File: src/rtl/fir_arb_pkg.sv
// Shared types and widths for the FIR custom-instruction arbiter.
package fir_arb_pkg;

  typedef enum logic [1:0] {
    IDLE  = 2'd0,
    ISSUE = 2'd1,
    WAIT  = 2'd2,
    RESP  = 2'd3
  } state_e;

  localparam int FIR_A_W = 9;
  localparam int FIR_B_W = 2;
  localparam int FIR_R_W = 32;
  localparam int CNT_W   = 5;
  localparam int MAX_REQ = 4;

endpackage

File: src/rtl/fir_arb_pick.sv
// Combinational requester picker. FIR_ARB_ROUND_ROBIN_EN selects a round-robin
// search starting at ptr; otherwise the lowest set index wins and ptr is ignored.
module fir_arb_pick #(
  parameter int NUM_REQ = 2,
  parameter int IDX_W   = 2
) (
  input  logic [NUM_REQ-1:0] req_valid,
  input  logic [IDX_W-1:0]   ptr,
  output logic [NUM_REQ-1:0] grant,
  output logic [IDX_W-1:0]   idx
);

  logic found;
  int   j;

`ifndef FIR_ARB_ROUND_ROBIN_EN
  logic unused_ptr;
  assign unused_ptr = ^ptr;
`endif

  always_comb begin
    grant = '0;
    idx   = '0;
    found = 1'b0;
    j     = 0;
    for (int k = 0; k < NUM_REQ; k++) begin
`ifdef FIR_ARB_ROUND_ROBIN_EN
      j = (int'(ptr) + k) % NUM_REQ;
`else
      j = k;
`endif
      if (!found && req_valid[j]) begin
        found    = 1'b1;
        grant[j] = 1'b1;
        idx      = IDX_W'(j);
      end
    end
  end

endmodule

File: src/rtl/fir_ci_arbiter.sv
// Shares one FIR datapath between NUM_REQ requesters; times the FIR latency with
// a counter. Picker mode is chosen by FIR_ARB_ROUND_ROBIN_EN (fixed priority when undefined).
module fir_ci_arbiter
  import fir_arb_pkg::*;
#(
  parameter int NUM_REQ = 2,
  parameter int LATENCY = 4,
  parameter int IDX_W   = 2
) (
  input  logic                       clk,
  input  logic                       reset,
  input  logic [NUM_REQ-1:0]         req_valid,
  input  logic [NUM_REQ*FIR_A_W-1:0] req_dataa,
  input  logic [NUM_REQ*FIR_B_W-1:0] req_datab,
  output logic [NUM_REQ-1:0]         req_ready,
  output logic [NUM_REQ-1:0]         rsp_valid,
  output logic [FIR_R_W-1:0]         rsp_result,
  output logic [FIR_R_W-1:0]         rsp_resultc,
  output logic [IDX_W-1:0]           rsp_idx,
  output logic                       fir_clk_en,
  output logic [FIR_A_W-1:0]         fir_dataa,
  output logic [FIR_B_W-1:0]         fir_datab,
  input  logic [FIR_R_W-1:0]         fir_result,
  input  logic [FIR_R_W-1:0]         fir_resultc,
  output logic                       busy
);

  // Handshake: a request is accepted on the edge where req_valid[i] and
  // req_ready[i] are both high; req_ready is only offered in IDLE.
  state_e               state_q, state_d;
  logic [CNT_W-1:0]     cnt_q, cnt_d;
  logic [IDX_W-1:0]     grant_q, grant_d;
  logic [FIR_A_W-1:0]   a_q, a_d;
  logic [FIR_B_W-1:0]   b_q, b_d;
  logic [FIR_R_W-1:0]   res_q, res_d;
  logic [FIR_R_W-1:0]   resc_q, resc_d;
  logic [NUM_REQ-1:0]   rsp_valid_q, rsp_valid_d;
  logic [IDX_W-1:0]     rsp_idx_q, rsp_idx_d;
  logic                 clk_en_q, clk_en_d;
  logic                 busy_q, busy_d;
  logic [IDX_W-1:0]     pick_ptr;
  logic [NUM_REQ-1:0]   pick_grant;
  logic [IDX_W-1:0]     pick_idx;

`ifdef FIR_ARB_ROUND_ROBIN_EN
  logic [IDX_W-1:0] ptr_q, ptr_d;
  assign pick_ptr = ptr_q;
`else
  assign pick_ptr = '0;
`endif

  fir_arb_pick #(
    .NUM_REQ (NUM_REQ),
    .IDX_W   (IDX_W)
  ) u_pick (
    .req_valid (req_valid),
    .ptr       (pick_ptr),
    .grant     (pick_grant),
    .idx       (pick_idx)
  );

  assign req_ready = (state_q == IDLE && !reset) ? pick_grant : '0;

  always_comb begin
    state_d     = state_q;
    cnt_d       = cnt_q;
    grant_d     = grant_q;
    a_d         = a_q;
    b_d         = b_q;
    res_d       = res_q;
    resc_d      = resc_q;
    rsp_valid_d = '0;
    rsp_idx_d   = rsp_idx_q;
    clk_en_d    = clk_en_q;
    busy_d      = busy_q;
`ifdef FIR_ARB_ROUND_ROBIN_EN
    ptr_d       = ptr_q;
`endif
    case (state_q)
      IDLE: begin
        if (|pick_grant) begin
          a_d      = req_dataa[int'(pick_idx)*FIR_A_W +: FIR_A_W];
          b_d      = req_datab[int'(pick_idx)*FIR_B_W +: FIR_B_W];
          grant_d  = pick_idx;
          clk_en_d = 1'b1;
          busy_d   = 1'b1;
          state_d  = ISSUE;
        end
      end
      ISSUE: begin
        cnt_d   = CNT_W'(LATENCY);
        state_d = WAIT;
      end
      WAIT: begin
        cnt_d = cnt_q - CNT_W'(1);
        // Last FIR-enabled cycle: the pipeline output belongs to our operands now.
        if (cnt_q == CNT_W'(1)) begin
          res_d       = fir_result;
          resc_d      = fir_resultc;
          rsp_idx_d   = grant_q;
          rsp_valid_d = NUM_REQ'(1) << grant_q;
          clk_en_d    = 1'b0;
          state_d     = RESP;
        end
      end
      RESP: begin
        busy_d  = 1'b0;
        state_d = IDLE;
`ifdef FIR_ARB_ROUND_ROBIN_EN
        ptr_d   = (grant_q == IDX_W'(NUM_REQ - 1)) ? '0 : grant_q + IDX_W'(1);
`endif
      end
      default: state_d = IDLE;
    endcase
  end

  always_ff @(posedge clk) begin
    if (reset) begin
      state_q     <= IDLE;
      cnt_q       <= '0;
      grant_q     <= '0;
      a_q         <= '0;
      b_q         <= '0;
      res_q       <= '0;
      resc_q      <= '0;
      rsp_valid_q <= '0;
      rsp_idx_q   <= '0;
      clk_en_q    <= 1'b0;
      busy_q      <= 1'b0;
`ifdef FIR_ARB_ROUND_ROBIN_EN
      ptr_q       <= '0;
`endif
    end else begin
      state_q     <= state_d;
      cnt_q       <= cnt_d;
      grant_q     <= grant_d;
      a_q         <= a_d;
      b_q         <= b_d;
      res_q       <= res_d;
      resc_q      <= resc_d;
      rsp_valid_q <= rsp_valid_d;
      rsp_idx_q   <= rsp_idx_d;
      clk_en_q    <= clk_en_d;
      busy_q      <= busy_d;
`ifdef FIR_ARB_ROUND_ROBIN_EN
      ptr_q       <= ptr_d;
`endif
    end
  end

  assign rsp_valid   = rsp_valid_q;
  assign rsp_result  = res_q;
  assign rsp_resultc = resc_q;
  assign rsp_idx     = rsp_idx_q;
  assign fir_clk_en  = clk_en_q;
  assign fir_dataa   = a_q;
  assign fir_datab   = b_q;
  assign busy        = busy_q;

endmodule

File: config.mk
export PLATFORM = sky130hd
export DESIGN_NAME = fir_ci_arbiter
export DESIGN_NICKNAME = d
export VERILOG_FILES = /design/src/rtl/fir_arb_pkg.sv /design/src/rtl/fir_arb_pick.sv /design/src/rtl/fir_ci_arbiter.sv
export SDC_FILE = /design/constraint.sdc
export NUM_CORES = 1
export LEC_CHECK = 0
export CORE_UTILIZATION = 29
export DETAILED_ROUTE_END_ITERATION = 7
export PLACE_DENSITY = 0.65
export REMOVE_ABC_BUFFERS = 1
export SLEW_MARGIN = 20
export SYNTH_ARGS = -nofsm -noshare
export SYNTH_HDL_FRONTEND = slang
export SYNTH_SLANG_ARGS = --single-unit
File: constraint.sdc
create_clock -name clk -period 2.65 [get_ports clk]
set_clock_uncertainty 0.2 [all_clocks]
set_input_delay 0.265 -clock clk [delete_from_list [all_inputs] [get_ports clk]]
set_output_delay 0.265 -clock clk [all_outputs]
set_load 0.05 [all_outputs]
==> results.toml, run 1 <==
[clocking]
cts.sinks = 88
cts.reportedPaths.clkPinSlew_ns = 0.06
cts_setup_buffers = 0
root_buffer = "clkbuf_16"
clock_latency_ns = 0.33
clk_path_buf_depth = 2
cts_resized = 0
cts_hold_buf = 0
htree_levels = 3
cts_tree = "done"
numCtsBuffers = 9

[route]
dr.pass1.iters = 4
vias_per_cell = 5.02
drt_wl_total_mm = 10.3
drtIter0Drc = 274
antenna_left = 0
avgRoutedWirePerCell_um = 14.6
drc_errors = 0
num_vias = 3555

[timing]
hold_viol = 0
max_slew.worst_pin.slew_ns = 0.860
slew_headroom_pct = 42.7
clock.fmax_mhz = 404
rsz0062_at_grt = "no"
hold_slack_ns = 0.0758
period_needed_ns = 2.48
setup_viol = 0
slew_viol_final = 0
fin_crit_sh_pct = 93.4

[pwr]
p_int_mw = 2.84
p_seq_share_pct = 34.1
switching_power_mw = 1.76
p_total_mw = 4.59
p_per_area_nw_per_um2 = 818
ir_worst_vdd_mv = 0.515
combinationalPowerShare_pct = 38.8
p_clk_share_pct = 27.1
p_leak_nw = 1.89
switching_share_pct = 38.2

[worst_setup_path]
critPathBufInv = 2
critPathMaxStageDelay_ns = 0.81
startpoint_type = "flip-flop"
path_max_fanout = 6
crit_family = "buffers and inverters"
path_class = "flip-flop to output port"
critPathRequiredTime_ns = 2.18
path_cells = "inv_1, ha_1, and3_1, clkdlybuf4s50_1"
worst_setup_path_end_kind = "output port"
worstPathArrival_ns = 2.01
critPathSlowestCell = "clkdlybuf4s50_1"

[grt]
grt_overflow = 0
antenna_found_initial = 0
grt_pass1_wl_mm = 16.5
grt_pass1_vias = 3468
grt_max_degree = 83
grt_util_all_layers_pct = 16.1

[layout]
final_area_um2 = 5620
syn_to_final_growth_pct = 58.2
n_antenna_cell = 0
stdcell_count = 708
layout-drive-gt1-share_pct = 5.17
final_net_count = 653

[placement]
placed_area_um2 = 5330
portBuffers = 171
dp_cells = 693
gp_congestion = 0.688
hpwl_mm = 6.80

[floorplan]
coreArea_um2 = 12000
start_util_pct = 29.7
die_w_um = 113
dieHeight_um = 113
num_io_pins = 173
die-area_um2 = 12700
num_rows = 40

[logic_synthesis]
synth_area_um2 = 3550
yosys_warnings = 0
yosys-top-cells-count = "88 x dfxtp_1, 67 x a21oi_1, 65 x nand3_1"
ys.flop_type = "dfxtp_1"
synth_most_common_cell = "dfxtp_1"
avgSynthCellArea_um2 = 8.66
synth_edf_count = 0
yosys.area.top_type = "dfxtp_1"
ys_seq_area_share_pct = 49.6
synth_seq_cells = 88
synth_top_area_share_pct = 49.6
synth.distinct_cells = 36
synth_cells = 410
synthTopCellsByArea = "dfxtp_1 50%, a21oi_1 9.4%, nand3_1 9.2%"
async_flop_share_pct = 0

[min_path]
hp-class = "input port to flip-flop"

[job]
cap_viol_max_count = 0

[status]
status = "complete, no violations"
power groups by stage:
stage | clock, mW | combinational, mW | sequential [mW]
floorplan | 0 | 0.750 | 1.93
global placement | 0 | 1.77 | 1.59
detailed placement | 0 | 1.78 | 1.60
CTS | 1.28 | 1.79 | 1.57
global route | 1.35 | 1.93 | 1.59
finish | 1.24 | 1.78 | 1.57
through the flow:
step	worst slack, ns	utilization [%]	TNS [ns]
floorplan	-1.53	-	-83.78
global placement	0.390	44.5	0
detailed placement	0.391	44.5	0
CTS	0.153	46.9	0
global route	0.0998	46.9	0
finish	0.175	46.9	0
metal layers:
layer  vias up  wire (um)  part of all wire [%]  track usage (%)
li1       1755          -                     -                -
met3        14        803                   7.8             4.16
met5         -          0                     0                0
met1      1645       4500                    44             19.6
met2       141       4860                    47             27.1
met4         0        143                   1.4             6.76
state kept, by name, summed over array words and instances (netlist names):
register	count
busy	1
fir_clk_en	1
rsp_resultc	32
rsp_result	32
rsp_idx	1
cnt_q	5
grant_q	1
fir_dataa	9
state_q	2
fir_datab	2
rsp_valid	2
tightest hold or removal path, stage by stage:
cell and delay (ns):
buf_2 0.09, inv_1 0.09, o211a_1 0.12
layout by cell type, fill, tap and decap left out, types with 2 or more instances in the layout:
| cell | netlist | layout |
|---|---|---|
| a211oi_1 | 13 | 13 |
| a21oi_1 | 67 | 67 |
| and3_1 | 2 | 2 |
| buf_12 | 0 | 2 |
| buf_4 | 2 | 7 |
| clkbuf_1 | 28 | 2 |
| clkbuf_16 | 0 | 9 |
| clkdlybuf4s50_1 | 0 | 169 |
| dfxtp_1 | 88 | 88 |
| ha_1 | 6 | 5 |
| inv_1 | 7 | 7 |
| mux2i_1 | 12 | 12 |
| nand2_1 | 3 | 3 |
| nand3_1 | 65 | 65 |
| nor2_1 | 16 | 16 |
| nor3b_1 | 2 | 2 |
| o21ai_0 | 36 | 36 |
| o21ai_1 | 30 | 30 |
| xnor2_1 | 3 | 3 |
worst paths after layout:
check / from / to / slack [ns] / cells after the start
worst max-delay path: state_q[0] / req_ready[0] / 0.17 / 4
worst min-delay path: reset / state_q[0] / 0.08 / 3
worst max register to register: cnt_q[0] / rsp_result[9] / 0.50 / 4
worst min register to register: rsp_result[21] / rsp_result[21] / 0.28 / 2
final cells by class:
cell class	count	area, um^2
Fill cell	1154	6350
Timing Repair Buffer	179	1790
Sequential cell	88	1760
Multi-Input combinational cell	271	1560
Clock buffer	12	246
Tap cell	147	184
Clock inverter	3	42.5
Inverter	8	30.0
logic make-up after synthesis:
family,count (synthesis),synth area share (%)
AOI/OAI and AO/OA,154,23.5
other,1,0.106
DFF,88,49.6
buffers and inverters,51,6.70
muxes,12,3.38
adders and majority gates,6,2.11
and+or+nand+nor,95,13.8
xor gates and xnor gates,3,0.740
No activity file was read; power rests on OpenSTA's default activity.
==> inputs of run 2 (changes only) <==
- PLACE_DENSITY: 0.65 -> 0.64
- SYNTH_HIERARCHICAL: default -> 1
==> run 2 against run 1 <==
- clock power up 15%
- highest routed layer unchanged
- global-route usage rose by 0.66 points
- non-clock buffer count up 1
- critical path type unchanged
==> results.toml, run 2 <==
[status]
status = "complete, no violations"

[layout]
syn_to_final_growth_pct = 59.0
final_net_count = 672
stdcell_count = 749
final_common_cell = "clkdlybuf4s50_1"
n_antenna_cell = 0
layout-drive-gt1-share_pct = 5.34
final_cell_mix = "170 x clkdlybuf4s50_1, 90 x dfxtp_1, 79 x a21oi_1, 67 x o21ai_0, 66 x nand3_1"

[floorplan]
start_util_pct = 30.1
dieHeight_um = 114
coreArea_um2 = 12200
die-area_um2 = 13100
die_w_um = 114
num_rows = 40
num_io_pins = 173

[pwr]
switching_share_pct = 34.4
p_int_mw = 2.88
p_leak_nw = 1.94
p_clk_share_pct = 32.6
ir_worst_vdd_mv = 0.443
p_per_area_nw_per_um2 = 755
combinationalPowerShare_pct = 32.5
switching_power_mw = 1.51
p_seq_share_pct = 34.9

[timing]
rsz0062_at_grt = "no"
setup_viol = 0
slew_headroom_pct = 39.1
max_slew.worst_pin.slew_ns = 0.914
clock.fmax_mhz = 411
period_needed_ns = 2.44
setup_tns_ns = 0
hold_viol = 0
slew_viol_final = 0
fin_crit_sh_pct = 91.9
fin_ws_ns = 0.214

[clocking]
cts_setup_buffers = 0
numCtsBuffers = 9
cts_hold_buf = 0
clk_path_buf_depth = 2
clock_latency_ns = 0.33
cts_tree = "done"
root_buffer = "clkbuf_16"
cts.reportedPaths.clkPinSlew_ns = 0.06
htree_levels = 3
cts.sinks = 90
cts_resized = 0

[worst_setup_path]
path_class = "flip-flop to output port"
worstPathArrival_ns = 1.97
reg2reg_slack_ns = 0.46
worst_setup_path_end_kind = "output port"
path_max_fanout = 4
startpoint_type = "flip-flop"
critPathRequiredTime_ns = 2.18

[grt]
grt_pass1_wl_mm = 17.5
antenna_found_initial = 0
grt_util_all_layers_pct = 16.8
grt_max_degree = 86
grt_overflow = 0
grt_pass1_vias = 3602

[route]
num_vias = 3678
drtIter0Drc = 278
dr.pass1.iters = 4
drc_errors = 0
antenna_left = 0
vias_per_cell = 4.91
drt_wl_total_mm = 10.9
avgRoutedWirePerCell_um = 14.5

[placement]
gp_congestion = 0.699
dp_cells = 733
pre_cts_ws_ns = 0.368
hpwl_mm = 7.07
portBuffers = 172

[logic_synthesis]
avgSynthCellArea_um2 = 8.49
yosys_warnings = 6
synth_area_um2 = 3660
synth_cells = 431

[job]
cap_viol_max_count = 0

[min_path]
hp-class = "input port to flip-flop"
## run 2: changes by cell type in the layout (fill, tap and decap cells not counted), moves of 2 or more
cell	delta
nor2_1	-10
bufinv_16	+2
a21oi_1	+12
dfxtp_1	+2
mux2i_1	+2
o21ai_1	-29
or3_1	+10
a211oi_1	-12
o21ai_0	+31
nand2_1	+11
## run 2: cell type report
class	count	area (um^2)
timing repair buffer	180	1800
tap	168	210
inverter	7	26.3
clock buffer	11	233
fill	1164	6350
multi-input combinational	288	1640
clock inverter	5	103
sequential	90	1800
## run 2: worst max-delay path: stages (launching register included)
cell and delay [ns]:
dfxtp_1 0.32, inv_1 0.13, ha_1 0.22, and3_1 0.16
clkdlybuf4s50_1 0.80
## run 2: power groups by stage
stage	clock, mW	sequential [mW]	combinational, mW
floorplan	0	1.75	0.633
global placement	0	1.56	1.41
detailed placement	0	1.56	1.44
CTS	1.47	1.53	1.45
global route	1.54	1.55	1.55
finish	1.43	1.53	1.43
## run 2: worst paths after layout
kind | start | to | cells past startpoint
setup / recovery | state_q[0] | req_ready[0] | 4
hold / removal | reset | fir_clk_en | 3
setup reg to reg | cnt_q[1] | state_q[0] | 5
hold reg to reg | fir_dataa[8] | fir_dataa[8] | 2
## run 2: metrics by stage
stage / utilization [%] / instance area (um^2) / hold slack (ns) / power [mW]
final: 47.8 / 5810 / 0.0845 / 4.39
after global placement: 45.1 / 5480 / 0.239 / 2.96
after global routing: 47.8 / 5810 / 0.0900 / 4.63
after CTS: 47.8 / 5810 / 0.0806 / 4.44
after detailed placement: 45.1 / 5480 / 0.243 / 3.00
after floorplan: - / 3460 / 0.130 / 2.39
## run 2: layer usage
| metal | vias up | GRT usage, % | wire (um) |
|---|---|---|---|
| met1 | 1738 | 20.0 | 4690 |
| li1 | 1815 | - | - |
| met5 | - | 0 | 0 |
| met3 | 10 | 4.39 | 676 |
| met4 | 0 | 4.42 | 96 |
| met2 | 115 | 29.9 | 5420 |
==> inputs of run 3 (changes only) <==
- SLEW_MARGIN: 20 -> default
==> results of run 3 <==
The final DEF is identical to that of run 2; final timing and power are the same.
==> patch 1, RTL diff (config.mk and constraints of run 1) <==
Set the package constant `FIR_R_W` to 40 (it was 32).
--- a/src/rtl/fir_arb_pkg.sv
+++ b/src/rtl/fir_arb_pkg.sv
@@ -12,3 +12,3 @@
   localparam int FIR_B_W = 2;
-  localparam int FIR_R_W = 32;
+  localparam int FIR_R_W = 40;
   localparam int CNT_W   = 5;
Ports: changed (resized fir_result, fir_resultc, rsp_result and rsp_resultc); port bits go from 173 to 205. The function was not compared with the original's and may differ.
==> patch 1 against run 1 <==
Sequential cell count is 16 higher; combinational power is 9.6% higher; total power is 10% higher; area after synthesis is 16% higher; synthesized cell count is 18% higher; highest routed layer unchanged; final area is 17% higher; routed wire length is 23% higher; worst setup slack better by 0.24 ns.
==> patch 1: results (changes against run 1) <==
insertedDiodeCount: 0  # unchanged
clockBufferDepth: 2  # unchanged
grt_pass1_wl_um: 20200  # +22%
cts_buffers: 9  # unchanged
synth.distinct_cells: 31  # -14%
synthMuxAreaShare_pct: 2.91  # -0.47 points
postSynth.asyncResetShare_pct: 0  # unchanged
yosys_warnings: 0  # unchanged
antenna_found_initial: 0  # unchanged
synth-seq-area-share_pct: 50.5  # +0.84 points
dp_hpwl_um: 8370  # +23%
placed_area_um2: 6250  # +17%
htreeDepth: 3  # unchanged
routabilityCongestion: 0.732  # +6.5%
synthTopCellsByCount: "dfxtp_1, a21oi_1, o21ai_0, nand3_1, clkbuf_1"
path_max_fanout: 83  # +77
whs_path_depth: 2  # -1
gr-usage-all-layers_pct: 17.1  # +0.97 points
worst_slew_pin_slew_ns: 0.904  # +0.0446 ns
cp.arrival_ns: 2.29  # +0.28 ns
synth_xor_area_share_pct: 0.637  # -0.10 points
clk_latency_ns: 0.34
routed_wl_um: 12700  # +23%
leakagePower_nw: 2.18  # +15%
grt_max_degree: 86  # +3.6%
crit_family: "simple AND/OR/NAND/NOR gates"
min-delay-path-class: "reg -> reg"
drt_iter0_markers: 279  # +1.8%
synth_flop_cell: "dfxtp_1"
io_buffer_count: 203  # +19%
slowest_stage: "or4b_4"
vias_per_cell: 5.01  # -0.18%
root_buffer: "clkbuf_16"
status: "finished clean"
path_clk_slew_ns: 0.07
synthAdderAreaFrac_pct: 1.82  # -0.30 points
synth_compound_area_share_pct: 24.0  # +0.42 points
critPathMaxStageDelay_ns: 0.80
nFillCells: 1329  # +15%
drive_above_1_share_pct: 4.70  # -0.47 points
reg2regPathDepth: 4  # unchanged
drtPass1Iterations: 4  # unchanged
ir_worst_vdd_uv: 510  # -1.1%
grt_pass1_vias: 4011  # +16%
ys_top_cells_by_area: "dfxtp_1, a21oi_1, o21ai_0, nand3_1, clkbuf_1"
fin_nets: 766  # +17%
patch 1: cell count changes after synthesis, sizes merged, moves of 3 or more:
cell,change
o21ai,+17
dfxtp,+16
clkbuf,+12
buf,-3
a21oi,+15
nand3,+16
patch 1: through the flow:
step                total power (W)  setup TNS, ns  worst slack [ns]  instances  utilization [%]
floorplan                   0.00300        -411.71             -5.03        432                -
detailed placement          0.00380              0             0.375        823             45.0
global placement            0.00376              0             0.404        823             45.0
CTS                         0.00513              0            0.0636        839             47.1
global route                0.00537              0             0.270        839             47.1
finish                      0.00507              0             0.419        839             47.1
patch 1: path summary, 6_finish.rpt:
kind              start    endpoint  slack (ns)
max            cnt_q[0]  state_q[0]        0.42
min          fir_clk_en  fir_clk_en        0.27
max reg2reg    cnt_q[0]  state_q[0]        0.42
min reg2reg  fir_clk_en  fir_clk_en        0.27
patch 1: report_power, final:
group	switching, W	internal (W)
sequential	0.0000956	0.00172
combinational	0.00131	0.000642
clock	0.000575	0.000734
total	0.00198	0.00309
patch 1: area by class of cell:
cell class                 instances  area share [%]
timing repair buffer             211            32.3
sequential                       104            31.8
multi-input combinational        320            27.5
clock buffer                      11            3.56
tap                              180            3.44
clock inverter                     5           0.861
inverter                           8           0.459
patch 1: repair_timing:
action                     4_1_cts  5_1_grt
gates resized for setup          0        1
hold buffers                     0        0
buffers inserted                 0        0
setup endpoints to repair        0        1
hold endpoints to repair         0        0
patch 1: per-layer routing:
metal | global-route usage, % | routed length [µm] | vias to the layer above
met1 | 21.2 | 5510 | 1956
met4 | 6.48 | 260 | 0
met3 | 4.42 | 1030 | 23
li1 | - | - | 2065
met5 | 0 | 0 | -
met2 | 28.3 | 5910 | 161
==> patch 2, RTL diff (flow settings as in run 1) <==
Without the edit above. Encoding of `state_e`: now one-hot (4 bits for 4 states).
--- a/src/rtl/fir_arb_pkg.sv
+++ b/src/rtl/fir_arb_pkg.sv
@@ -3,7 +3,7 @@
 
-  typedef enum logic [1:0] {
-    IDLE  = 2'd0,
-    ISSUE = 2'd1,
-    WAIT  = 2'd2,
-    RESP  = 2'd3
+  typedef enum logic [3:0] {
+    IDLE  = 4'b0001,
+    ISSUE = 4'b0010,
+    WAIT  = 4'b0100,
+    RESP  = 4'b1000
   } state_e;
Behaviour: same outputs for any inputs over 10 cycles, from zero or initial values and one cycle with reset high; not proved beyond that.
==> patch 2 against run 1 <==
Highest routed layer unchanged; sequential cell count increased by 2; area after synthesis increased by 0.63%; worst setup slack improved by 0.23 ns; routed wire length increased by 1.3%; sequential share of layout area increased by 0.28 points; final area increased by 1.4%; first-iteration DRC count increased by 26%; core utilization increased by 0.44 points.
Power is not compared: it rests on default switching activity, and its combinational part moved more than twofold at a synthesized area within 25%.
==> patch 2: results (changes against run 1) <==
htreeDepth: 3  # unchanged
status: "finished clean"
path_max_fanout: 52  # +46
cts_buffers: 9  # unchanged
synth.distinct_cells: 31  # -14%
placed_cells: 695  # +0.29%
grt_pass1_wl_um: 16600  # +0.33%
drt_iter0_markers: 344  # +26%
path_clk_slew_ns: 0.06  # about the same
clk_latency_ns: 0.33  # about the same
io_buffer_count: 171  # unchanged
nFillCells: 1175  # +1.8%
drive_above_1_share_pct: 6.21  # +1.0 points
ir_worst_vdd_uv: 285
insertedDiodeCount: 0  # unchanged
synth-seq-area-share_pct: 50.4  # +0.81 points
synthTopCellsByCount: "dfxtp_1, a21oi_1, o21ai_0, nand3_1, clkbuf_1"
placed_area_um2: 5390  # +1.2%
postSynth.asyncResetShare_pct: 0  # unchanged
relSlewSlack_pct: 54.6  # +12 points
ys_top_cells_by_area: "dfxtp_1, a21oi_1, o21ai_0, nand3_1, clkbuf_1"
p_sw_w: 0.000814
fin_nets: 651  # -0.31%
dp_hpwl_um: 6950  # +2.1%
wl_per_cell_um: 14.7  # +0.84%
vias_per_cell: 5.14  # +2.3%
gr-usage-all-layers_pct: 16.1  # -0.035 points
grt_max_degree: 76  # -8.4%
root_buffer: "clkbuf_16"
synthCells: 416  # +1.5%
ctsResizeCount: 0  # unchanged
leakagePower_nw: 1.90
cp.arrival_ns: 2.23  # +0.22 ns
grt_pass1_vias: 3492  # +0.69%
routabilityCongestion: 0.732  # +6.5%
routed_wl_um: 10400  # +1.3%
yosys_warnings: 0  # unchanged
[patch 2: cell count changes in the layout (fill, tap and decap cells not counted), sizes merged, moves of 3 or more]
cell / before / now
a21oi: 68 / 81
nor2: 16 / 3
ha: 6 / 2
inv: 8 / 5
o21ai: 66 / 69
or3: 1 / 4
xnor2: 3 / 0
[patch 2: worst max-delay path, cell delays in order (launching register included)]
cell and delay [ns]:
dfxtp_1 0.31, inv_1 0.09, ha_1 0.17, or4b_2 0.78, buf_12 0.26, o21ai_0 0.19, a21oi_1 0.09
[patch 2: kinds of logic after synthesis]
family,share of synthesized area [%]
AOI/OAI and AO/OA,24.8
other,0.105
adders and majority gates,0.700
muxes,3.08
buffers and inverters,5.92
DFF,50.4
and+or+nand+nor,14.9
[patch 2: worst paths after layout]
check / cells after the start / slack (ns) / start / end
max: 6 / 0.41 / cnt_q[1] / rsp_result[5]
min: 4 / 0.15 / reset / cnt_q[4]
max reg2reg: 6 / 0.41 / cnt_q[1] / rsp_result[5]
min reg2reg: 2 / 0.27 / rsp_result[28] / rsp_result[28]
[patch 2: through the flow]
stage	hold WS, ns	setup WS, ns
finish	0.146	0.406
global route	0.167	0.260
global placement	0.261	0.464
CTS	0.124	0.383
detailed placement	0.268	0.400
floorplan	0.134	-1.28
[patch 2: power groups by stage]
stage	sequential [W]	clock [W]	combinational (W)
after floorplan	0.00156	0	0.000121
after global placement	0.00145	0	0.000491
after detailed placement	0.00145	0	0.000492
after CTS	0.00142	0.00132	0.000493
after global routing	0.00143	0.00138	0.000522
final	0.00142	0.00128	0.000491
[patch 2: layout make-up]
type	count	area, µm²	area share, %
clock buffers	10	239	4.20
clock inverters	6	65.1	1.14
inverters	4	15.0	0.264
multi-input cells	276	1580	27.8
flip-flops and latches	90	1800	31.7
well taps	147	184	3.23
repair buffers	178	1800	31.7
[patch 2: layer usage]
| layer | part of all wire [%] | vias to the layer above | wire length, µm | track usage [%] |
|---|---|---|---|---|
| li1 | - | 1785 | - | - |
| met1 | 43 | 1721 | 4540 | 19.1 |
| met2 | 47 | 132 | 4940 | 28.0 |
| met3 | 8.1 | 13 | 849 | 5.09 |
| met4 | 1.1 | 0 | 116 | 4.47 |
| met5 | 0 | - | 0 | 0 |
